`config.mk`:
```
export PLATFORM = sky130hd
export DESIGN_NAME = ps2_host_tx_flat
export DESIGN_NICKNAME = d
export VERILOG_FILES = /design/src/rtl/ps2_host_tx_if.sv /design/src/rtl/ps2_host_tx.sv /design/src/flat_wrapper.sv
export SDC_FILE = /design/constraint.sdc
export NUM_CORES = 1
export LEC_CHECK = 0
export CAP_MARGIN = 20
export CORE_MARGIN = 5
export CORE_UTILIZATION = 64
export DETAILED_ROUTE_END_ITERATION = 12
export DONT_BUFFER_PORTS = 1
export PLACE_DENSITY = 0.8
export SYNTH_ARGS = -nofsm -noshare
export SYNTH_HDL_FRONTEND = slang
export SYNTH_SLANG_ARGS = --single-unit
```
`constraint.sdc`:
```
create_clock -name clk -period 2.4 [get_ports clk]
set_input_delay 0.24 -clock clk [delete_from_list [all_inputs] [get_ports clk]]
set_output_delay 0.24 -clock clk [all_outputs]
set_load 0.01 [all_outputs]
```
`src/rtl/ps2_host_tx_if.sv`:
```
// ps2_host_tx_if: command handshake plus PS/2 pin levels and open-drain enables
interface ps2_host_tx_if;
  logic       start;
  logic [7:0] tx_byte;
  logic       ps2_clk_in;
  logic       ps2_data_in;
  logic       ps2_clk_oe;
  logic       ps2_data_oe;
  logic       busy;
  logic       done;
  logic       ack_err;
  logic       timeout;
  modport master (
    output start, tx_byte, ps2_clk_in, ps2_data_in,
    input  ps2_clk_oe, ps2_data_oe, busy, done, ack_err, timeout
  );
  modport slave (
    input  start, tx_byte, ps2_clk_in, ps2_data_in,
    output ps2_clk_oe, ps2_data_oe, busy, done, ack_err, timeout
  );
endinterface

```
`src/rtl/ps2_host_tx.sv`:
```
// ps2_host_tx: host-to-device PS/2 command transmitter (inhibit, shift, ACK, release)
module ps2_host_tx #(
  parameter int INHIBIT_CYCLES = 5000,
  parameter int TIMEOUT_CYCLES = 750000
) (
  input logic         clk,
  input logic         reset,
  ps2_host_tx_if.slave bus
);
  localparam int W = $clog2((INHIBIT_CYCLES > TIMEOUT_CYCLES ? INHIBIT_CYCLES : TIMEOUT_CYCLES) + 1);
  typedef enum logic [2:0] {IDLE, INHIBIT, REQ, STOP, ACK, WAIT_IDLE} state_t;
  state_t     state, state_n;
  logic [W-1:0] cnt, cnt_n;
  logic [3:0] bit_cnt, bit_cnt_n;
  logic [7:0] sh, sh_n;
  logic       ack, ack_n;
  logic       clk_oe, clk_oe_n, data_oe, data_oe_n, busy, busy_n;
  logic       done, done_n, ack_err, ack_err_n, timeout, timeout_n;
  logic       clk_s1, clk_s2, clk_s3, data_s1, data_s2, fall;
  logic       watch;
  // Sync registers reset high so a released bus never looks like a falling edge
  always_ff @(posedge clk or posedge reset) begin
    if (reset) begin
      state   <= IDLE;
      cnt     <= '0;
      bit_cnt <= '0;
      sh      <= '0;
      ack     <= 1'b0;
      clk_oe  <= 1'b0;
      data_oe <= 1'b0;
      busy    <= 1'b0;
      done    <= 1'b0;
      ack_err <= 1'b0;
      timeout <= 1'b0;
      clk_s1  <= 1'b1;
      clk_s2  <= 1'b1;
      clk_s3  <= 1'b1;
      data_s1 <= 1'b1;
      data_s2 <= 1'b1;
      fall    <= 1'b0;
    end else begin
      state   <= state_n;
      cnt     <= cnt_n;
      bit_cnt <= bit_cnt_n;
      sh      <= sh_n;
      ack     <= ack_n;
      clk_oe  <= clk_oe_n;
      data_oe <= data_oe_n;
      busy    <= busy_n;
      done    <= done_n;
      ack_err <= ack_err_n;
      timeout <= timeout_n;
      clk_s1  <= bus.ps2_clk_in;
      clk_s2  <= clk_s1;
      clk_s3  <= clk_s2;
      data_s1 <= bus.ps2_data_in;
      data_s2 <= data_s1;
      fall    <= clk_s3 & ~clk_s2;
    end
  end
  assign watch = state inside {REQ, STOP, ACK, WAIT_IDLE};
  always_comb begin
    state_n   = state;
    cnt_n     = cnt;
    bit_cnt_n = bit_cnt;
    sh_n      = sh;
    ack_n     = ack;
    clk_oe_n  = clk_oe;
    data_oe_n = data_oe;
    busy_n    = busy;
    done_n    = 1'b0;
    ack_err_n = 1'b0;
    timeout_n = 1'b0;
    if (watch && !fall && cnt == W'(TIMEOUT_CYCLES - 1)) begin
      state_n   = IDLE;
      cnt_n     = '0;
      clk_oe_n  = 1'b0;
      data_oe_n = 1'b0;
      busy_n    = 1'b0;
      timeout_n = 1'b0 | 1'b1;
    end else begin
      if (watch) cnt_n = fall ? '0 : cnt + 1'b1;
      case (state)
        IDLE: if (bus.start) begin
          state_n   = INHIBIT;
          sh_n      = bus.tx_byte;
          bit_cnt_n = '0;
          cnt_n     = '0;
          busy_n    = 1'b1;
          clk_oe_n  = 1'b1;
        end
        INHIBIT: begin
          cnt_n = cnt + 1'b1;
          if (cnt == W'(INHIBIT_CYCLES - 2)) data_oe_n = 1'b1;
          if (cnt == W'(INHIBIT_CYCLES - 1)) begin
            state_n  = REQ;
            clk_oe_n = 1'b0;
            cnt_n    = '0;
          end
        end
        // Falls 1-8 shift data LSB first, fall 9 drives odd parity
        REQ: if (fall) begin
          data_oe_n = bit_cnt[3] ? ^sh : ~sh[bit_cnt[2:0]];
          bit_cnt_n = bit_cnt + 1'b1;
          if (bit_cnt[3]) state_n = STOP;
        end
        STOP: if (fall) begin
          data_oe_n = 1'b0;
          state_n   = ACK;
        end
        ACK: if (fall) begin
          ack_n   = ~data_s2;
          state_n = WAIT_IDLE;
        end
        WAIT_IDLE: if (clk_s2 && data_s2) begin
          done_n    = ack;
          ack_err_n = ~ack;
          busy_n    = 1'b0;
          cnt_n     = '0;
          state_n   = IDLE;
        end
        default: state_n = IDLE;
      endcase
    end
  end
  assign bus.ps2_clk_oe  = clk_oe;
  assign bus.ps2_data_oe = data_oe;
  assign bus.busy        = busy;
  assign bus.done        = done;
  assign bus.ack_err     = ack_err;
  assign bus.timeout     = timeout;
endmodule

```
`src/flat_wrapper.sv`:
```
// flat-port wrapper written by rule: the top's interface ports become plain ports
module ps2_host_tx_flat 
#(
  parameter int INHIBIT_CYCLES = 5000,
  parameter int TIMEOUT_CYCLES = 750000
)
  (clk, reset, bus_start, bus_tx_byte, bus_ps2_clk_in, bus_ps2_data_in, bus_ps2_clk_oe, bus_ps2_data_oe, bus_busy, bus_done, bus_ack_err, bus_timeout);
  ps2_host_tx_if bus_i ();
  input logic clk;
  input logic reset;
  input wire logic [$bits(bus_i.start)-1:0] bus_start;
  input wire logic [$bits(bus_i.tx_byte)-1:0] bus_tx_byte;
  input wire logic [$bits(bus_i.ps2_clk_in)-1:0] bus_ps2_clk_in;
  input wire logic [$bits(bus_i.ps2_data_in)-1:0] bus_ps2_data_in;
  output wire logic [$bits(bus_i.ps2_clk_oe)-1:0] bus_ps2_clk_oe;
  output wire logic [$bits(bus_i.ps2_data_oe)-1:0] bus_ps2_data_oe;
  output wire logic [$bits(bus_i.busy)-1:0] bus_busy;
  output wire logic [$bits(bus_i.done)-1:0] bus_done;
  output wire logic [$bits(bus_i.ack_err)-1:0] bus_ack_err;
  output wire logic [$bits(bus_i.timeout)-1:0] bus_timeout;
  assign bus_i.start = bus_start;
  assign bus_i.tx_byte = bus_tx_byte;
  assign bus_i.ps2_clk_in = bus_ps2_clk_in;
  assign bus_i.ps2_data_in = bus_ps2_data_in;
  assign bus_ps2_clk_oe = bus_i.ps2_clk_oe;
  assign bus_ps2_data_oe = bus_i.ps2_data_oe;
  assign bus_busy = bus_i.busy;
  assign bus_done = bus_i.done;
  assign bus_ack_err = bus_i.ack_err;
  assign bus_timeout = bus_i.timeout;
  ps2_host_tx #(.INHIBIT_CYCLES(INHIBIT_CYCLES), .TIMEOUT_CYCLES(TIMEOUT_CYCLES)) u_core (.clk(clk), .reset(reset), .bus(bus_i));
endmodule
```
==> flow_metrics.py <==
metrics = {
    "layout": {
        "antenna_cells": 0,
        "syn_to_final_growth_pct": 3.815,
        "finish.utilization_pct": 67.95,
        "drive_gt1_share_pct": 15.48,
        "layout.nets": 325,
        "stdcell_count": 364,
    },
    "yosys": {
        "syn_nets": 333,
        "yosysTopAreaCell": "dfrtp_1",
        "avgSynthCellArea_um2": 9.623,
        "synth_cells": 317,
        "synth_edf_count": 0,
        "synthDistinctLibCells": 55,
        "yosysSeqAreaShare_pct": 39.58,
        "synth.most_common_cell": "dfrtp_1",
        "yosys_warnings": 0,
        "async_flop_share_pct": 100.0,
        "synth-main-ff-cell": "dfrtp_1",
        "synth.top_cell.area_share_pct": 35.27,
        "syn_area_um2": 3050,
        "yosys_register_bits": 48,
        "synth_common_cells": "43 x dfrtp_1, 26 x nor2_1, 23 x nand2_1",
        "yosys-top-cells-area": "dfrtp_1 35%, xnor2_1 5.7%, dfstp_2 4.3%",
    },
    "timing": {
        "finalSetupViolations": 0,
        "rsz0062_at_grt": "false",
        "max_freq_mhz": 461.4,
        "drv_slew": 0,
        "min_period_over_period_pct": 90.31,
        "setup_slack_ns": 0.2325,
        "fin_skew_ns": 0.007679,
        "tightest_slew_ns": 0.5274,
        "final_hold_viol_count": 0,
        "maxSlewHeadroom_pct": 64.52,
        "fin_crit_ns": 2.167,
        "fin_setup_tns_ns": 0,
    },
    "setup_path": {
        "reg2reg_depth": 6,
        "r2r_slack_ns": 0.23,
        "slowest_delay_ns": 0.44,
        "cp.arrival_ns": 2.36,
        "timing.critical_path.buf_inv": 0,
        "crit_path_start_kind": "flip-flop",
        "slowest_stage": "dfrtp_1",
        "critical_path_depth": 6,
        "crit_fanout": 10,
        "path_cells": "ha_1, and3_1, nand4b_1, nor3_4, or2_1, o22ai_1",
        "crit_family": "simple AND/OR/NAND/NOR gates",
        "worstSetupPathType": "reg -> reg",
        "worstPathRequired_ns": 2.59,
        "setup.worst_path.end_class": "flip-flop",
    },
    "global_routing": {
        "globalRouteTotalUtil_pct": 22.74,
        "first_global_vias": 2322,
        "gr-usage-met2_pct": 37.63,
        "grt_antenna_before_repair": 0,
        "grt_pass1_wl_um": 11140,
        "grt_max_degree": 28,
        "busiest_layer": "met2",
        "grt_util_met1_pct": 29.04,
        "overflow": 0,
        "gr-usage-met3_pct": 4.308,
    },
    "cts": {
        "root_buffer": "clkbuf_8",
        "post_cts_buffers": 0,
        "cts-htree-levels": 2,
        "clkLatencyLatePin_ns": 0.31,
        "numCtsBuffers": 5,
        "tritoncts": "built",
        "max-clock-path-buffers": 2,
        "clk_pin_slew_ns": 0.10,
        "cts.repair.resized": 0,
        "cts_sinks": 48,
    },
    "floorplanning": {
        "start_util_pct": 65.45,
        "ioPinCount": 19,
        "rows": 25,
        "core-area_um2": 4661,
        "dieHeight_um": 79.04,
        "die_w_um": 79.04,
        "die_area_um2": 6247,
    },
    "place": {
        "place_inst": 353,
        "gp_congestion": 0.9511,
        "hpwl_um": 4608,
        "numPortBuffers": 0,
        "dp_slack_ns": 0.2973,
    },
    "detailed_routing": {
        "wl_per_cell_um": 17.71,
        "drtPass1Iterations": 4,
        "routed_wl_um": 6445,
        "vias_per_cell": 6.423,
        "vias": 2338,
        "final_antenna_net_count": 0,
        "drt_iter0_drc": 185,
        "drc": 0,
    },
    "flow_run": {
        "max_cap_viol_count": 0,
    },
    "pwr": {
        "p_leak_uw": 0.001271,
        "p_sw_share_pct": 43.09,
        "seqPwrFrac_pct": 40.4,
        "intPower_uw": 2081,
        "p_per_area_nw_per_um2": 1154,
        "power_uw": 3656,
        "p_sw_uw": 1575,
        "ir_worst_vdd_v": 0.0006915,
        "p_comb_share_pct": 46.0,
        "clockPowerShare_pct": 13.7,
    },
    "hold_path": {
        "hold_path_class": "in -> reg",
        "whs_path_depth": 1,
    },
    "run_status": {
        "status": "finished clean",
    },
}
-- final timing paths --
check | start | endpoint
min in group asynchronous | reset | u_core.bus.busy
max reg2reg | u_core.cnt[1] | u_core.cnt[5]
min | bus_tx_byte[3] | u_core.sh[3]
max in group asynchronous | reset | u_core.cnt[3]
max | u_core.cnt[1] | u_core.cnt[5]
min reg2reg | u_core.data_s1 | u_core.data_s2
-- cell type report --
type                            count  area [um^2]
Sequential cell                    48         1207
Clock inverter                      3        22.52
Timing Repair Buffer               14        112.6
Multi-Input combinational cell    236         1673
Fill cell                         360         1494
Clock buffer                        5        68.82
Tap cell                           54        67.56
Inverter                            4        15.01
-- worst reg2reg max path, delay by kind of cell (launching register included) --
family / cells / cell delay, ns
adders and majority gates: 1 / 0.25
and+or+nand+nor: 4 / 1.22
AOI/OAI and AO/OA: 1 / 0.14
DFF: 1 / 0.44
-- routing by layer --
| layer | vias to the layer above | wire length (um) |
|---|---|---|
| met5 | - | 0 |
| met4 | 0 | 134 |
| met3 | 11 | 370 |
| met2 | 74 | 3242 |
| met1 | 1128 | 2698 |
| li1 | 1125 | - |
-- registers in the layout, summed over array words and instances (netlist names), 3 cells and up --
signal / count
u_core.cnt: 20
u_core.sh: 8
u_core.bit_cnt: 4
u_core.state: 3
-- power groups by stage --
stage,Combinational (uW),Clock [uW],Sequential (uW)
final,1680,499,1480
after global routing,1860,554,1530
after CTS,1690,511,1470
after detailed placement,1670,0,1480
after global placement,1610,0,1460
after floorplan,1600,0,1240
-- timing repair --
item,4_1_cts,5_1_grt
hold endpoints to repair,23,0
hold buffers,3,0
setup endpoints to repair,0,0
-- logic make-up (layout without fill, tap and decap cells) --
logic type | after synthesis | after routing | share of synthesized area [%]
and+or+nand+nor | 118 | 118 | 21.99
AOI/OAI and AO/OA | 64 | 64 | 14.40
DFF | 48 | 48 | 39.58
buffers and inverters | 33 | 26 | 5.824
xor gates and xnor gates | 29 | 29 | 8.573
muxes | 22 | 22 | 8.409
adders and majority gates | 3 | 3 | 1.231
-- stage by stage --
stage                     hold slack, ns  area [um^2]
after floorplan                   0.2445         3050
after global placement            0.1885         3045
after detailed placement          0.1933         3045
after CTS                        0.07498         3167
after global routing             0.07269         3167
final                            0.08200         3167
-- placed cells by master (no fill, tap or decap), types with 10 or more instances in the layout --
master	count
buf_4	11
o22ai_1	13
xnor2_1	19
mux2i_1	11
nor2_1	26
a21oi_1	16
nor3_1	10
dfrtp_1	43
nand2_1	23
Note: power is estimated with default switching activity, not from simulation.
